===== src/rtl/nibble_serial_subtractor_pkg.sv =====
// rtl/nibble_serial_subtractor_pkg.sv - shared state encoding and nibble width
package nibble_serial_subtractor_pkg;

    localparam int NIBBLE_W = 4;

    typedef enum logic [1:0] {
        ST_IDLE = 2'd0,
        ST_BUSY = 2'd1,
        ST_DONE = 2'd2
    } state_t;

endpackage


===== src/rtl/nibble_serial_subtractor_cla4_sub.sv =====
// rtl/nibble_serial_subtractor_cla4_sub.sv - combinational 4-bit CLA slice computing x + ~y + cin
module cla4_sub
    import nibble_serial_subtractor_pkg::*;
(
    input  logic [NIBBLE_W-1:0] x,
    input  logic [NIBBLE_W-1:0] y,
    input  logic                cin,
    output logic [NIBBLE_W-1:0] s,
    output logic                cout
);

    logic [3:0] yn;
    logic [3:0] p;
    logic [3:0] g;
    logic       c1;
    logic       c2;
    logic       c3;

    assign yn = ~y;
    assign p  = x ^ yn;
    assign g  = x & yn;

    assign c1   = g[0] | (p[0] & cin);
    assign c2   = g[1] | (p[1] & g[0]) | (p[1] & p[0] & cin);
    assign c3   = g[2] | (p[2] & g[1]) | (p[2] & p[1] & g[0])
                | (p[2] & p[1] & p[0] & cin);
    assign cout = g[3] | (p[3] & g[2]) | (p[3] & p[2] & g[1])
                | (p[3] & p[2] & p[1] & g[0]) | (p[3] & p[2] & p[1] & p[0] & cin);

    assign s = p ^ {c3, c2, c1, cin};

endmodule


===== src/rtl/nibble_serial_subtractor.sv =====
// rtl/nibble_serial_subtractor.sv - nibble-serial a - b - bin with valid/ready on both sides
module nibble_serial_subtractor
    import nibble_serial_subtractor_pkg::*;
#(
    parameter int WIDTH = 16
) (
    input  logic             clk,
    input  logic             rst_n,
    input  logic             in_valid,
    output logic             in_ready,
    input  logic [WIDTH-1:0] a,
    input  logic [WIDTH-1:0] b,
    input  logic             bin,
    output logic             out_valid,
    input  logic             out_ready,
    output logic [WIDTH-1:0] diff,
    output logic             bout,
    output logic             ovf
);

    localparam int NIB = WIDTH / NIBBLE_W;
    localparam int CW  = (NIB > 1) ? $clog2(NIB) : 1;

    state_t                state;
    logic [WIDTH-1:0]      a_r;
    logic [WIDTH-1:0]      b_r;
    logic                  carry;
    logic [CW-1:0]         k;
    logic [NIBBLE_W-1:0]   x_nib;
    logic [NIBBLE_W-1:0]   y_nib;
    logic [NIBBLE_W-1:0]   s_nib;
    logic                  cout;
    logic                  last;

    assign x_nib = a_r[NIBBLE_W*k +: NIBBLE_W];
    assign y_nib = b_r[NIBBLE_W*k +: NIBBLE_W];
    assign last  = (k == CW'(NIB - 1));

    // Gated by rst_n so the block never advertises readiness while held in reset.
    assign in_ready = rst_n && (state == ST_IDLE);

    cla4_sub u_slice (
        .x    (x_nib),
        .y    (y_nib),
        .cin  (carry),
        .s    (s_nib),
        .cout (cout)
    );

    always_ff @(posedge clk or negedge rst_n) begin
        if (!rst_n) begin
            state     <= ST_IDLE;
            a_r       <= '0;
            b_r       <= '0;
            carry     <= 1'b0;
            k         <= '0;
            out_valid <= 1'b0;
            diff      <= '0;
            bout      <= 1'b0;
            ovf       <= 1'b0;
        end else begin
            case (state)
                ST_IDLE: begin
                    if (in_valid) begin
                        a_r   <= a;
                        b_r   <= b;
                        carry <= ~bin;
                        k     <= '0;
                        state <= ST_BUSY;
                    end
                end
                ST_BUSY: begin
                    diff[NIBBLE_W*k +: NIBBLE_W] <= s_nib;
                    carry <= cout;
                    if (last) begin
                        // A carry out of a + ~b + ~bin means no borrow was needed.
                        bout      <= ~cout;
                        ovf       <= (a_r[WIDTH-1] != b_r[WIDTH-1]) && (s_nib[NIBBLE_W-1] != a_r[WIDTH-1]);
                        out_valid <= 1'b1;
                        state     <= ST_DONE;
                    end else begin
                        k <= k + 1'b1;
                    end
                end
                ST_DONE: begin
                    if (out_ready) begin
                        out_valid <= 1'b0;
                        state     <= ST_IDLE;
                    end
                end
                default: state <= ST_IDLE;
            endcase
        end
    end

endmodule


===== config.mk =====
export PLATFORM = sky130hd
export DESIGN_NAME = nibble_serial_subtractor
export DESIGN_NICKNAME = d
export VERILOG_FILES = /design/src/rtl/nibble_serial_subtractor_pkg.sv /design/src/rtl/nibble_serial_subtractor_cla4_sub.sv /design/src/rtl/nibble_serial_subtractor.sv
export SDC_FILE = /design/constraint.sdc
export NUM_CORES = 1
export LEC_CHECK = 0
export ABC_AREA = 1
export CORE_ASPECT_RATIO = 0.6
export CORE_MARGIN = 1
export CORE_UTILIZATION = 30
export DETAILED_ROUTE_END_ITERATION = 10
export HOLD_SLACK_MARGIN = 0.15
export PLACE_DENSITY = 0.63
export SETUP_SLACK_MARGIN = 0.3
export SLEW_MARGIN = 20
export SYNTH_ARGS = -nofsm -noshare
export SYNTH_HDL_FRONTEND = slang
export SYNTH_SLANG_ARGS = --single-unit

===== constraint.sdc =====
create_clock -name clk -period 3 [get_ports clk]
set_input_delay 0.6 -clock clk [delete_from_list [all_inputs] [get_ports clk]]
set_output_delay 0.6 -clock clk [all_outputs]
set_load 0.02 [all_outputs]

**Word-level counts from Yosys, hierarchy flattened**

Cells that the tools add are included.

- Add/subtract/negate cells: 2
- Equal/unequal tests: 9
- Shift operators: 4
- Muxes and demuxes: 13
- Bitwise gates (word level): 32
- Reduce and logical (&&, ||, !) cells: 11

Operators by type and width:

| kind | count |
|---|---|
| $neg A4 Y34 | 1 |
| $shift A4 B34 Y16 const A | 1 |
| $shiftx A4 B34 Y16 | 1 |
| $shiftx A16 B5 Y4 | 2 |
| $and A1 B1 Y1 | 16 |
| $bwmux W16 | 1 |
| $mux W2 | 5 |
| $or A1 B1 Y1 | 10 |
| $reduce_and A3 Y1 | 3 |
| $ne A2 B2 Y1 const B | 4 |
| $xor A4 B4 Y4 | 2 |
| $pmux W2 S3 | 1 |
| $reduce_and A2 Y1 | 3 |
| $and A4 B4 Y4 | 1 |
| $eq A2 B2 Y1 const B | 2 |
| $not A4 Y4 | 1 |
| $pmux W1 S2 | 2 |
| $pmux W2 S2 | 1 |
| $reduce_bool A2 Y1 | 2 |
| $mux W1 | 3 |
| $add A2 B1 Y2 const B | 1 |
| $eq A2 B1 Y1 const B | 1 |
| $logic_and A1 B1 Y1 | 2 |
| $logic_not A2 Y1 | 1 |
| other kinds (2) | 4 |

- Bits in registers: 56
- Bits of input ports: 37
- Logic and storage cells: 80

**Logic depth before layout (Yosys ltp)**

Gate-level depths: netlist of run 1.

- Word-level depth: 10
- Mapped depth: 14
- Gate-level depth less buffers: 13

**Cells and area by module**

Synthesis of run 1 repeated with hierarchy kept, for this count alone.

- Cell total of the unflattened synthesis: 367
- Area total of the unflattened synthesis: 2900.3 sq um

Modules (own cells, without submodules):

| module | times used | cells an instance | area each (sq um) |
|---|---|---|---|
| nibble_serial_subtractor | 1 | 336 | 2711.4 |
| cla4_sub | 1 | 31 | 188.9 |

**Worst setup path before layout of run 1**

OpenSTA, ideal clock, no wires.

- Path kind: flip-flop to flip-flop
- Start point: reg k[0]
- End point: reg ovf
- Setup time: 117 ps
- Arrival time: 1930 ps
- Required time: 2883 ps
- Setup slack: 953 ps
- Stages on the path, launching flop included: 15
- Buffers on the path: 2
- Period minus slack after synthesis: 2047 ps
- Cells stage by stage: dfrtp_1 clkbuf_2 inv_2 buf_4 nand2_1 a32o_1 ha_1 nor2_1 inv_1 nand2_1 nand3_1 nand2_1 nand2_1 nand3_1 nand2_1

- Longest elaborated chain between the ends: 10
- Elaborated cells between the ends (all ways): 18
- Classes of those cells: eq/ne (2); shift (2); bitwise (12); reduce/logical (2)

Ends and longest elaborated chain:

| element | RTL line | source |
|---|---|---|
| start: declaration | nibble_serial_subtractor.sv:28 | `logic [CW-1:0] k;` |
| start signal: assignment | nibble_serial_subtractor.sv:82 | `k <= k + 1'b1;` |
| $shiftx A16 B5 Y4 | nibble_serial_subtractor.sv:36 | `assign y_nib = b_r[NIBBLE_W*k +: NIBBLE_W];` |
| $not A4 Y4 | nibble_serial_subtractor_cla4_sub.sv:19 | `assign yn = ~y;` |
| $xor A4 B4 Y4 / $and A4 B4 Y4 (equally long branches) | nibble_serial_subtractor_cla4_sub.sv:20, nibble_serial_subtractor_cla4_sub.sv:21 |  |
| $and A1 B1 Y1, on equally long branches | nibble_serial_subtractor_cla4_sub.sv:25, nibble_serial_subtractor_cla4_sub.sv:26 |  |
| $or A1 B1 Y1, or another cell as far along | nibble_serial_subtractor_cla4_sub.sv:25 | `assign c3 = g[2] \| (p[2] & g[1]) \| (p[2] & p[1] & g[0])` |
| $or A1 B1 Y1 / $and A1 B1 Y1 (equally long branches) | nibble_serial_subtractor_cla4_sub.sv:25, nibble_serial_subtractor_cla4_sub.sv:26 |  |
| $or A1 B1 Y1 | nibble_serial_subtractor_cla4_sub.sv:26 | `\| (p[2] & p[1] & p[0] & cin);` |
| $xor A4 B4 Y4 | nibble_serial_subtractor_cla4_sub.sv:30 | `assign s = p ^ {c3, c2, c1, cin};` |
| $ne A1 B1 Y1 | nibble_serial_subtractor.sv:78 | `ovf <= (a_r[WIDTH-1] != b_r[WIDTH-1]) && (s_nib[NIBBLE_W-1] != a_r[WIDTH-1]);` |
| $logic_and A1 B1 Y1 | nibble_serial_subtractor.sv:78 |  |
| end signal: assignment | nibble_serial_subtractor.sv:78 |  |
| end: declaration | nibble_serial_subtractor.sv:18 | `output logic ovf` |

Parallel ways exist; a longest one is shown, timed or not.
A chain may end at the register's enable or synchronous reset.

**Worst setup path after layout of run 1**

- Start point: reg k[1]
- End point: reg diff[5]

- Longest elaborated chain between the ends: 10
- Elaborated cells between the ends (all ways): 25
- Classes of those cells: add/sub (1); shift (4); mux (1); bitwise (19)

Ends and longest elaborated chain:

| element | RTL line | source |
|---|---|---|
| $shiftx A16 B5 Y4 | nibble_serial_subtractor.sv:36 |  |
| $not A4 Y4 | nibble_serial_subtractor_cla4_sub.sv:19 |  |
| $xor A4 B4 Y4 / $and A4 B4 Y4 (equally long branches) | nibble_serial_subtractor_cla4_sub.sv:20, nibble_serial_subtractor_cla4_sub.sv:21 |  |
| $and A1 B1 Y1, on equally long branches | nibble_serial_subtractor_cla4_sub.sv:25, nibble_serial_subtractor_cla4_sub.sv:26 |  |
| $or A1 B1 Y1, or another cell as far along | nibble_serial_subtractor_cla4_sub.sv:25 |  |
| $or A1 B1 Y1 / $and A1 B1 Y1 (equally long branches) | nibble_serial_subtractor_cla4_sub.sv:25, nibble_serial_subtractor_cla4_sub.sv:26 |  |
| $or A1 B1 Y1 | nibble_serial_subtractor_cla4_sub.sv:26 |  |
| $xor A4 B4 Y4 | nibble_serial_subtractor_cla4_sub.sv:30 |  |
| $shiftx A4 B34 Y16 | nibble_serial_subtractor.sv:73 | `diff[NIBBLE_W*k +: NIBBLE_W] <= s_nib;` |
| $bwmux W16 (*) | nibble_serial_subtractor.sv:73 |  |
| end signal: indexed assignment | nibble_serial_subtractor.sv:73 |  |
| end: declaration | nibble_serial_subtractor.sv:16 | `output logic [WIDTH-1:0] diff,` |

Every way passes the cells marked *; elsewhere a longest branch is shown, timed or not.

==> flow_metrics.py, run 1 <==
metrics = {
    "die": {
        "die_w_um": 125.4,
        "fp.dieArea_um2": 9537,
        "io_pins": 57,
        "dieHeight_um": 76.05,
        "fp.coreArea_um2": 8686,
        "rows": 26,
        "start_util_pct": 31.56,
    },
    "finish": {
        "diodes": 0,
        "fillers": 885,
        "seqCellArea_um2": 1403,
        "areaGrowthSynthToFinish_pct": 29.39,
        "layout_common_cells": "nand2_1 (142), dfrtp_1 (55), clkdlybuf4s50_1 (55)",
        "nets": 442,
        "final_common_cell": "nand2_1",
        "multiInputGateArea_um2": 1192,
        "drive_above_1_share_pct": 5.330,
    },
    "critical_path": {
        "crit_required_ps": 3180,
        "path_max_fanout": 16,
        "rr_worst_depth": 9,
        "path_class": "reg -> reg",
        "r2r_slack_ps": 570,
        "critPathArrivalTime_ps": 2610,
        "cp-start-kind": "flop",
        "cp-endpoint": "diff[5]$_DFFE_PN0P_",
        "crit_path_start": "k[1]$_DFFE_PN0P_",
        "r2r_start": "k[1]$_DFFE_PN0P_",
        "endpoint_kind": "flop",
        "worst_r2r_endpoint": "diff[5]$_DFFE_PN0P_",
    },
    "timing": {
        "fin_crit_sh_pct": 81.10,
        "setup_viol": 0,
        "max_freq_mhz": 411.0,
        "drv_slew": 0,
        "worstMarginPinSlew_ps": 700.7,
        "tns_ps": 0,
        "fin_skew_ps": 4.796,
        "timing.final.crit_period_ps": 2433,
        "relSlewSlack_pct": 53.28,
        "finalHoldViolCount": 0,
        "whs_ps": 426.8,
        "rsz0062_at_grt": "false",
    },
    "grt": {
        "antenna_found_initial": 0,
        "grt_max_degree": 57,
        "gr-total-overflow": 0,
        "grt_use_total_pct": 14.48,
        "grt_pass1_wl_mm": 10.85,
        "grt_pass1_vias": 2232,
    },
    "yosys": {
        "synth_fp_nets": 388,
        "synthAdderAreaFrac_pct": 5.751,
        "yosysWarnings": 0,
        "yosysUniqueCellTypes": 28,
        "synth_compound_area_share_pct": 10.82,
        "netlist_area_um2": 2741,
        "synthMuxAreaShare_pct": 0,
        "syn_inst": 339,
        "synth_top_family_by_area": "simple AND/OR/NAND/NOR gates",
        "synth_seq_cells": 56,
        "syn_area_per_cell_um2": 8.087,
        "synth-simple-area-share_pct": 26.61,
        "synthXorXnorAreaFrac_pct": 0.3195,
        "ys_seq_area_share_pct": 51.12,
    },
    "flow_run": {
        "max_cap_violations": 0,
    },
    "detailed_routing": {
        "vias": 2324,
        "ant_nets": 0,
        "first_pass_iters": 7,
        "vias_per_cell": 4.593,
        "drc_errors": 6,
        "detail_route.iter0.violations": 98,
        "wirelength_mm": 6.479,
        "routedWlPerCell_um": 12.80,
    },
    "clocking": {
        "clkSinkCount": 56,
        "clk_pin_slew_ps": 70,
        "cts_tree": "built",
        "cts_inserted_buffers": 5,
        "cts_htree_levels": 2,
        "clk_path_buf_depth": 2,
        "holdBufCountCts": 0,
        "cts_root_buf": "clkbuf_16",
        "clk_latency_ps": 300,
    },
    "place": {
        "dp_hpwl_mm": 4.833,
        "port_buffers": 56,
        "gp_congestion": 0.8165,
    },
    "power_and_ir_drop": {
        "ir_drop_mv": 0.4262,
        "p_leak_nw": 1.712,
        "power.density_nw_per_um2": 1147,
    },
    "run_status": {
        "status": "finished with violations",
        "violations": "design-rule violations",
    },
    "min_path": {
        "worstHoldPathType": "in -> async",
    },
}
[cell type report]
cell class / instances / share of cell area, %
clock buffers: 8 / 4.127
flip-flops and latches: 56 / 39.54
repair buffers: 59 / 16.30
inverters: 23 / 2.469
well taps: 112 / 3.951
multi-input cells: 248 / 33.62
[logic make-up (layout without fill, tap and decap cells)]
family / count (synthesis) / in the layout
xor gates and xnor gates: 1 / 1
and+or+nand+nor: 181 / 181
DFF: 56 / 56
AOI/OAI and AO/OA: 54 / 54
buffers and inverters: 35 / 90
adders and majority gates: 12 / 12
[power breakdown]
| group | switching, W | leakage, nW | internal (W) |
|---|---|---|---|
| logic | 0.00138 | 0.927 | 0.000796 |
| clock network | 0.000258 | 0.0712 | 0.000334 |
| registers | 0.000230 | 0.713 | 0.00107 |
| total | 0.00187 | 1.71 | 0.00220 |
[metal layers]
metal,up-vias,GRT usage [%],wire length [um]
met1,1056,22.10,3538
met5,-,0,0
met4,0,4.390,68
met2,66,19.78,2464
li1,1197,-,-
met3,5,3.652,407
[worst min path at each step]
stage,startpoint,endpoint,slack [ps],cells past startpoint
floorplan,rst_n,a_r[0]$_DFFE_PN0P_,300,0
global placement,a_r[7]$_DFFE_PN0P_,a_r[7]$_DFFE_PN0P_,470,2
detailed placement,a_r[10]$_DFFE_PN0P_,a_r[10]$_DFFE_PN0P_,470,2
CTS,rst_n,bout$_DFFE_PN0P_,470,2
global route,b_r[5]$_DFFE_PN0P_,b_r[5]$_DFFE_PN0P_,510,2
finish,rst_n,out_valid$_DFFE_PN0P_,430,2
[cell usage after synthesis]
master / number / area share, %
clkbuf_2: 1 / 0.18
nand3_2: 1 / 0.37
nor2_1: 17 / 2.3
clkbuf_1: 1 / 0.14
a21oi_1: 6 / 1.1
buf_4: 1 / 0.27
nand4_1: 3 / 0.68
nand2_1: 142 / 19
o21ai_1: 7 / 1.3
xor2_1: 1 / 0.32
nor3_1: 1 / 0.18
ha_1: 11 / 5.0
fa_1: 1 / 0.73
nor3b_1: 1 / 0.27
or2_2: 1 / 0.23
a32oi_1: 2 / 0.64
nor2_4: 1 / 0.41
a32o_1: 2 / 0.73
inv_2: 4 / 0.55
dfrtp_1: 56 / 51
o22ai_1: 3 / 0.68
nand2_2: 3 / 0.68
inv_1: 18 / 2.5
o21ai_0: 32 / 5.8
o31ai_1: 2 / 0.55
nand3_1: 11 / 2.0
clkinv_1: 1 / 0.14
buf_2: 9 / 1.6
[sequential cells by signal, indices dropped and copies added (netlist names)]
name / cells
a_r: 16
b_r: 16
bout: 1
carry: 1
diff: 16
k: 2
out_valid: 1
ovf: 1
state: 2
[timing repair]
item | 4_1_cts | 5_1_grt
endpoints found under the hold margin | 0 | 0
setup endpoints to repair | 0 | 4
resized for setup | 0 | 2
buffers inserted | 0 | 0
[worst max-delay path: stages (launching register included)]
cell     delay, ps
dfrtp_1        480
inv_1          400
a21oi_1         90
a32oi_1        300
inv_1          100
fa_1           410
xor2_1         310
nor2_1          70
nand2_1         90
o21ai_1         60
[per-stage QoR]
stage / cells / worst slack [ps] / power (W) / util [%] / area [um2]
final: 506 / 567.1 / 0.004069 / 40.84 / 3547
after global routing: 506 / 313.1 / 0.004453 / 40.84 / 3547
after CTS: 506 / 502.5 / 0.004094 / 40.81 / 3545
after detailed placement: 498 / 512.1 / 0.003480 / 39.12 / 3398
after global placement: 498 / 622.9 / 0.003452 / 39.12 / 3398
after floorplan: 339 / 953.0 / 0.002812 / - / 2741
Note: power is estimated with default switching activity, not from simulation.
==> run 2, diff against run 1 <==
==> constraint.sdc (replaced) <==
create_clock -name clk -period 2.4 [get_ports clk]
set_input_delay 0.48 -clock clk [delete_from_list [all_inputs] [get_ports clk]]
set_output_delay 0.48 -clock clk [all_outputs]
set_load 0.02 [all_outputs]
==> run 2 against run 1 <==
Setup slack worse by 140 ps; global-route usage increased by 0.80 points; die area is the same; the run still ends with design-rule violations left; clock power is 25% higher; via count is 2.3% higher; largest cell class unchanged.
==> flow_metrics.py, run 2 (same netlist as run 1, synthesis figures left out) <==
metrics = {
    "run_status": {
        "status": "finished with violations",
        "violations": "design-rule violations",
    },
    "timing": {
        "tns_ps": 0,
        "timing.final.crit_period_ps": 1977,
        "worstMarginPinSlew_ps": 716.6,
        "relSlewSlack_pct": 52.23,
        "max_freq_mhz": 505.8,
        "fin_skew_ps": 5.129,
        "finalHoldViolCount": 0,
        "setup_viol": 0,
        "drv_slew": 0,
        "fin_ws_ps": 423.0,
        "rsz0062_at_grt": "true",
        "fin_crit_sh_pct": 82.37,
    },
    "critical_path": {
        "critPathArrivalTime_ps": 2170,
        "crit_required_ps": 2590,
        "cp-start-kind": "flop",
        "path_class": "reg -> reg",
        "endpoint_kind": "flop",
        "rr_worst_depth": 12,
        "r2r_slack_ps": 420,
        "path_max_fanout": 8,
    },
    "place": {
        "dpl_worst_slack_ps": 109.0,
        "port_buffers": 56,
        "gp_congestion": 0.8736,
        "dp_hpwl_mm": 5.039,
    },
    "grt": {
        "grt_pass1_wl_mm": 11.37,
        "antenna_found_initial": 0,
        "grt_max_degree": 57,
        "grt_use_total_pct": 15.28,
        "gr-total-overflow": 0,
        "grt_pass1_vias": 2265,
    },
    "detailed_routing": {
        "wirelength_mm": 6.746,
        "vias": 2377,
        "first_pass_iters": 8,
        "drc_errors": 6,
        "routedWlPerCell_um": 13.12,
        "vias_per_cell": 4.625,
        "detail_route.iter0.violations": 151,
        "ant_nets": 0,
    },
    "power_and_ir_drop": {
        "pwr-share-clk_pct": 13.3,
        "power.density_nw_per_um2": 1499,
        "netSwitchingPower_w": 0.002528,
        "p_leak_nw": 1.785,
        "p_int_w": 0.003038,
        "ir_drop_mv": 0.6288,
        "sw_frac_of_total_pct": 45.42,
        "power_frac_seq_pct": 29.2,
        "pwr-share-comb_pct": 57.5,
    },
    "finish": {
        "fillers": 867,
        "nets": 450,
        "diodes": 0,
        "top_regs": "a_r x16, b_r x16, diff x16",
        "final_common_cell": "nand2_1",
        "areaGrowthSynthToFinish_pct": 35.42,
        "layout_common_cells": "nand2_1 (139), dfrtp_1 (54), clkdlybuf4s50_1 (54)",
        "drive_above_1_share_pct": 11.94,
        "post-route-util_pct": 42.74,
    },
    "clocking": {
        "cts_inserted_buffers": 5,
        "clk_path_buf_depth": 2,
        "holdBufCountCts": 0,
        "cts_tree": "built",
        "clk_pin_slew_ps": 70,
        "clkSinkCount": 56,
        "cts_root_buf": "clkbuf_16",
        "cts_htree_levels": 2,
        "clk_latency_ps": 300,
    },
    "flow_run": {
        "max_cap_violations": 0,
    },
    "die": {
        "rows": 26,
        "start_util_pct": 31.56,
        "fp.coreArea_um2": 8686,
        "dieHeight_um": 76.05,
        "fp.dieArea_um2": 9537,
        "io_pins": 57,
        "die_w_um": 125.4,
    },
    "min_path": {
        "worstHoldPathType": "in -> async",
    },
}
run 2: changes by cell type in the layout (fill, tap and decap cells not counted), moves of 2 or more:
cell / change
buf_4: +5
nand2_1: -3
nand2_2: +3
a32oi_1: -2
a32oi_2: +2
buf_6: +2
ha_1: -2
ha_4: +2
o21ai_2: +2
o22ai_1: -2
o22ai_2: +2
run 2: area by class of cell:
class                      count  area (um2)  area share [%]
clock buffer                   8       146.4           3.943
multi-input combinational    248        1282           34.55
inverter                      23       93.84           2.528
sequential                    56        1404           37.82
tap                          112       140.1           3.775
timing repair buffer          67       645.6           17.39
run 2: power groups by stage:
stage                     logic, W  clock network (W)  registers, W
after global placement     0.00278                  0       0.00162
after CTS                  0.00293           0.000760       0.00162
after floorplan            0.00187                  0       0.00164
final                      0.00320           0.000741       0.00162
after detailed placement   0.00280                  0       0.00163
after global routing       0.00360           0.000794       0.00167
run 2: worst paths after layout:
kind	from	endpoint
hold / removal	rst_n	state[1]$_DFFE_PN0P_
setup / recovery	k[0]$_DFFE_PN0P_	ovf$_DFFE_PN0P_
setup reg to reg	k[0]$_DFFE_PN0P_	ovf$_DFFE_PN0P_
hold reg to reg	a_r[7]$_DFFE_PN0P_	a_r[7]$_DFFE_PN0P_
max in group asynchronous	rst_n	k[0]$_DFFE_PN0P_
min in group clk	a_r[7]$_DFFE_PN0P_	a_r[7]$_DFFE_PN0P_
run 2: per-stage QoR:
step                      cells  total power [W]  hold slack [ps]  cell area (um2)
after floorplan             339         0.003515            184.4             2741
after detailed placement    503         0.004427            461.2             3436
after global routing        514         0.006066            389.3             3712
after global placement      503         0.004402            463.5             3436
final                       514         0.005567            326.6             3712
after CTS                   512         0.005307            353.6             3626
run 2: what timing repair did:
| item | 4_1_cts | 5_1_grt |
|---|---|---|
| setup buffers | 1 | 1 |
| endpoints found under the setup margin | 18 | 16 |
| gates cloned | 0 | 1 |
| resized for setup | 10 | 18 |
| pin swaps | 0 | 3 |
run 2: worst max-delay path: stages (launching register included):
cell and delay [ps]:
dfrtp_2 480, buf_2 180, a21oi_1 70, a32oi_2 170
inv_1 90, ha_1 310, nand3_1 110, nand3_1 110
nand2_2 80, nand2_2 90, nand2_1 50, nand3_1 70
nand2_1 50
run 2: per-layer routing:
layer	vias to the layer above	wire [um]	track usage [%]
met5	-	0	0
met4	0	91	5.488
met3	8	359	3.792
met2	70	2669	21.12
met1	1085	3626	22.84
li1	1214	-	-
==> run 3, diff against run 2 <==
--- a/config.mk
+++ b/config.mk
@@ -11,7 +11,7 @@
 export CORE_UTILIZATION = 30
 export DETAILED_ROUTE_END_ITERATION = 10
 export HOLD_SLACK_MARGIN = 0.15
-export PLACE_DENSITY = 0.63
+export PLACE_DENSITY = 0.64
 export SETUP_SLACK_MARGIN = 0.3
 export SLEW_MARGIN = 20
 export SYNTH_ARGS = -nofsm -noshare
==> constraint.sdc (replaced) <==
create_clock -name clk -period 1.6 [get_ports clk]
set_input_delay 0.32 -clock clk [delete_from_list [all_inputs] [get_ports clk]]
set_output_delay 0.32 -clock clk [all_outputs]
set_load 0.02 [all_outputs]
==> run 3 against run 2 <==
The flow finishes with violations (design-rule violations, negative setup slack); register-to-register slack got worse by 820 ps; power increased by 79%; non-clock buffer count increased by 24; sequential share of layout area decreased by 3.3 points; final area increased by 9.6%; cell count increased by 4.3%; clock skew about the same; clock power increased by 36%; die area unchanged; hold slack got worse by 150 ps; critical path type unchanged; largest cell class is now multi-input gates; largest power group unchanged; highest routed layer unchanged.
==> flow_metrics.py, run 3 (same netlist as run 1, synthesis figures left out) <==
metrics = {
    "detailed_routing": {
        "wirelength_mm": 7.628,
        "routedWlPerCell_um": 14.23,
        "wl_met2_mm": 3.131,
        "drc_errors": 2,
        "wl_met1_mm": 3.968,
        "wl_met3_um": 420,
        "top_layer": "met4",
        "first_pass_iters": 9,
        "vias": 2539,
        "vias_per_cell": 4.737,
        "ant_nets": 0,
        "detail_route.iter0.violations": 177,
    },
    "finish": {
        "nets": 475,
        "layout_common_cells": "nand2_1 (130), dfrtp_1 (55), clkdlybuf4s50_1 (35)",
        "diodes": 0,
        "areaGrowthSynthToFinish_pct": 48.43,
        "fillers": 829,
        "fin_cells": 536,
        "drive_above_1_share_pct": 27.83,
        "top_regs": "a_r x16, b_r x16, diff x16",
        "final_common_cell": "nand2_1",
    },
    "critical_path": {
        "cp.depth": 10,
        "r2r_slack_ps": -400,
        "critPathArrivalTime_ps": 2220,
        "path_max_fanout": 9,
        "path_class": "reg -> reg",
        "slowest_delay_ps": 450,
        "path_cells": "buf_12 > inv_12 > nand2_2 > a32oi_2 > inv_1 > fa_2 > xor2_4 > nor2_1 > nand2_1 > o21ai_1",
        "crit_required_ps": 1820,
        "rr_worst_depth": 10,
        "path_buf_inv": 3,
        "r2r_start": "k[0]$_DFFE_PN0P_",
        "endpoint_kind": "flop",
        "worst_r2r_endpoint": "diff[13]$_DFFE_PN0P_",
        "cp-start-kind": "flop",
        "cpLargestDelayFamily": "flip-flops",
        "slowest_stage": "dfrtp_2",
    },
    "timing": {
        "fin_crit_sh_pct": 124.9,
        "relSlewSlack_pct": 53.28,
        "rsz0062_at_grt": "true",
        "tns_ps": -6315,
        "finalHoldViolCount": 0,
        "drv_slew": 0,
        "fin_ws_ps": -398.9,
        "whs_ps": 177.4,
        "timing.final.crit_period_ps": 1999,
        "max_freq_mhz": 500.3,
        "fin_skew_ps": 4.747,
        "setup_viol": 19,
        "worstMarginPinSlew_ps": 700.8,
    },
    "grt": {
        "gr-total-overflow": 0,
        "grt_max_degree": 57,
        "antenna_found_initial": 0,
        "grt_use_total_pct": 16.46,
        "grt_pass1_vias": 2484,
        "grt_pass1_wl_mm": 12.43,
    },
    "power_and_ir_drop": {
        "ir_drop_mv": 0.9663,
        "p_leak_nw": 1.965,
        "power.total_w": 0.009976,
        "power.density_nw_per_um2": 2452,
    },
    "clocking": {
        "clk_pin_slew_ps": 60,
        "cts_htree_levels": 2,
        "clk_path_buf_depth": 2,
        "cts_root_buf": "clkbuf_16",
        "cts_tree": "built",
        "holdBufCountCts": 0,
        "cts_inserted_buffers": 5,
        "clk_latency_ps": 290,
        "clkSinkCount": 56,
    },
    "run_status": {
        "violations": "design-rule violations, negative setup slack",
        "status": "finished with violations",
    },
    "die": {
        "die_w_um": 125.4,
        "dieHeight_um": 76.05,
        "fp.coreArea_um2": 8686,
        "start_util_pct": 31.56,
        "io_pins": 57,
        "fp.dieArea_um2": 9537,
        "rows": 26,
    },
    "place": {
        "place_inst": 522,
        "dp_hpwl_mm": 5.257,
        "port_buffers": 56,
        "dpl_worst_slack_ps": -472.0,
        "gp_congestion": 0.8453,
    },
    "flow_run": {
        "max_cap_violations": 0,
    },
    "min_path": {
        "worstHoldPathType": "in -> async",
    },
}
==> run 3: final cells by class <==
| type | instances | area [um2] | area share (%) |
|---|---|---|---|
| clock buffer | 5 | 125.1 | 3.075 |
| inverter | 23 | 106.4 | 2.614 |
| multi-input combinational | 248 | 1418 | 34.84 |
| sequential | 56 | 1403 | 34.47 |
| tap | 112 | 140.1 | 3.444 |
| timing repair buffer | 91 | 868.3 | 21.34 |
| timing repair inverter | 1 | 8.758 | 0.2153 |
==> run 3: report_power, final <==
part           leakage [nW]  switching (W)  internal [W]  total [W]
clock                0.0616       0.000455      0.000554    0.00101
sequential            0.713       0.000394       0.00201    0.00240
combinational          1.19        0.00369       0.00287    0.00656
==> run 3: stage by stage <==
step	instance area [um2]	util (%)
after floorplan	2839	-
after global placement	3679	42.35
after detailed placement	3679	42.35
after CTS	3924	45.17
after global routing	4069	46.85
final	4069	46.85
==> run 3: layer usage <==
metal  global-route usage [%]  vias up
met4                    4.512        0
met5                        0        -
met2                    22.96       68
li1                         -     1259
met3                    3.933       12
met1                    25.01     1200
==> run 3: how the worst max path moves through the flow <==
stage | from | endpoint | slack (ps)
2_1_floorplan | k[0]$_DFFE_PN0P_ | ovf$_DFFE_PN0P_ | -300
3_3_place_gp | k[0]$_DFFE_PN0P_ | diff[13]$_DFFE_PN0P_ | -410
3_5_place_dp | k[0]$_DFFE_PN0P_ | diff[13]$_DFFE_PN0P_ | -470
4_1_cts | k[0]$_DFFE_PN0P_ | diff[14]$_DFFE_PN0P_ | -370
5_1_grt | k[0]$_DFFE_PN0P_ | diff[11]$_DFFE_PN0P_ | -520
6_report | k[0]$_DFFE_PN0P_ | diff[13]$_DFFE_PN0P_ | -400
==> run 3: repair_timing <==
action,CTS,global route
buffers inserted,2,3
resized for setup,75,43
pin swaps,10,7
endpoints found under the setup margin,43,65
gates cloned,0,4
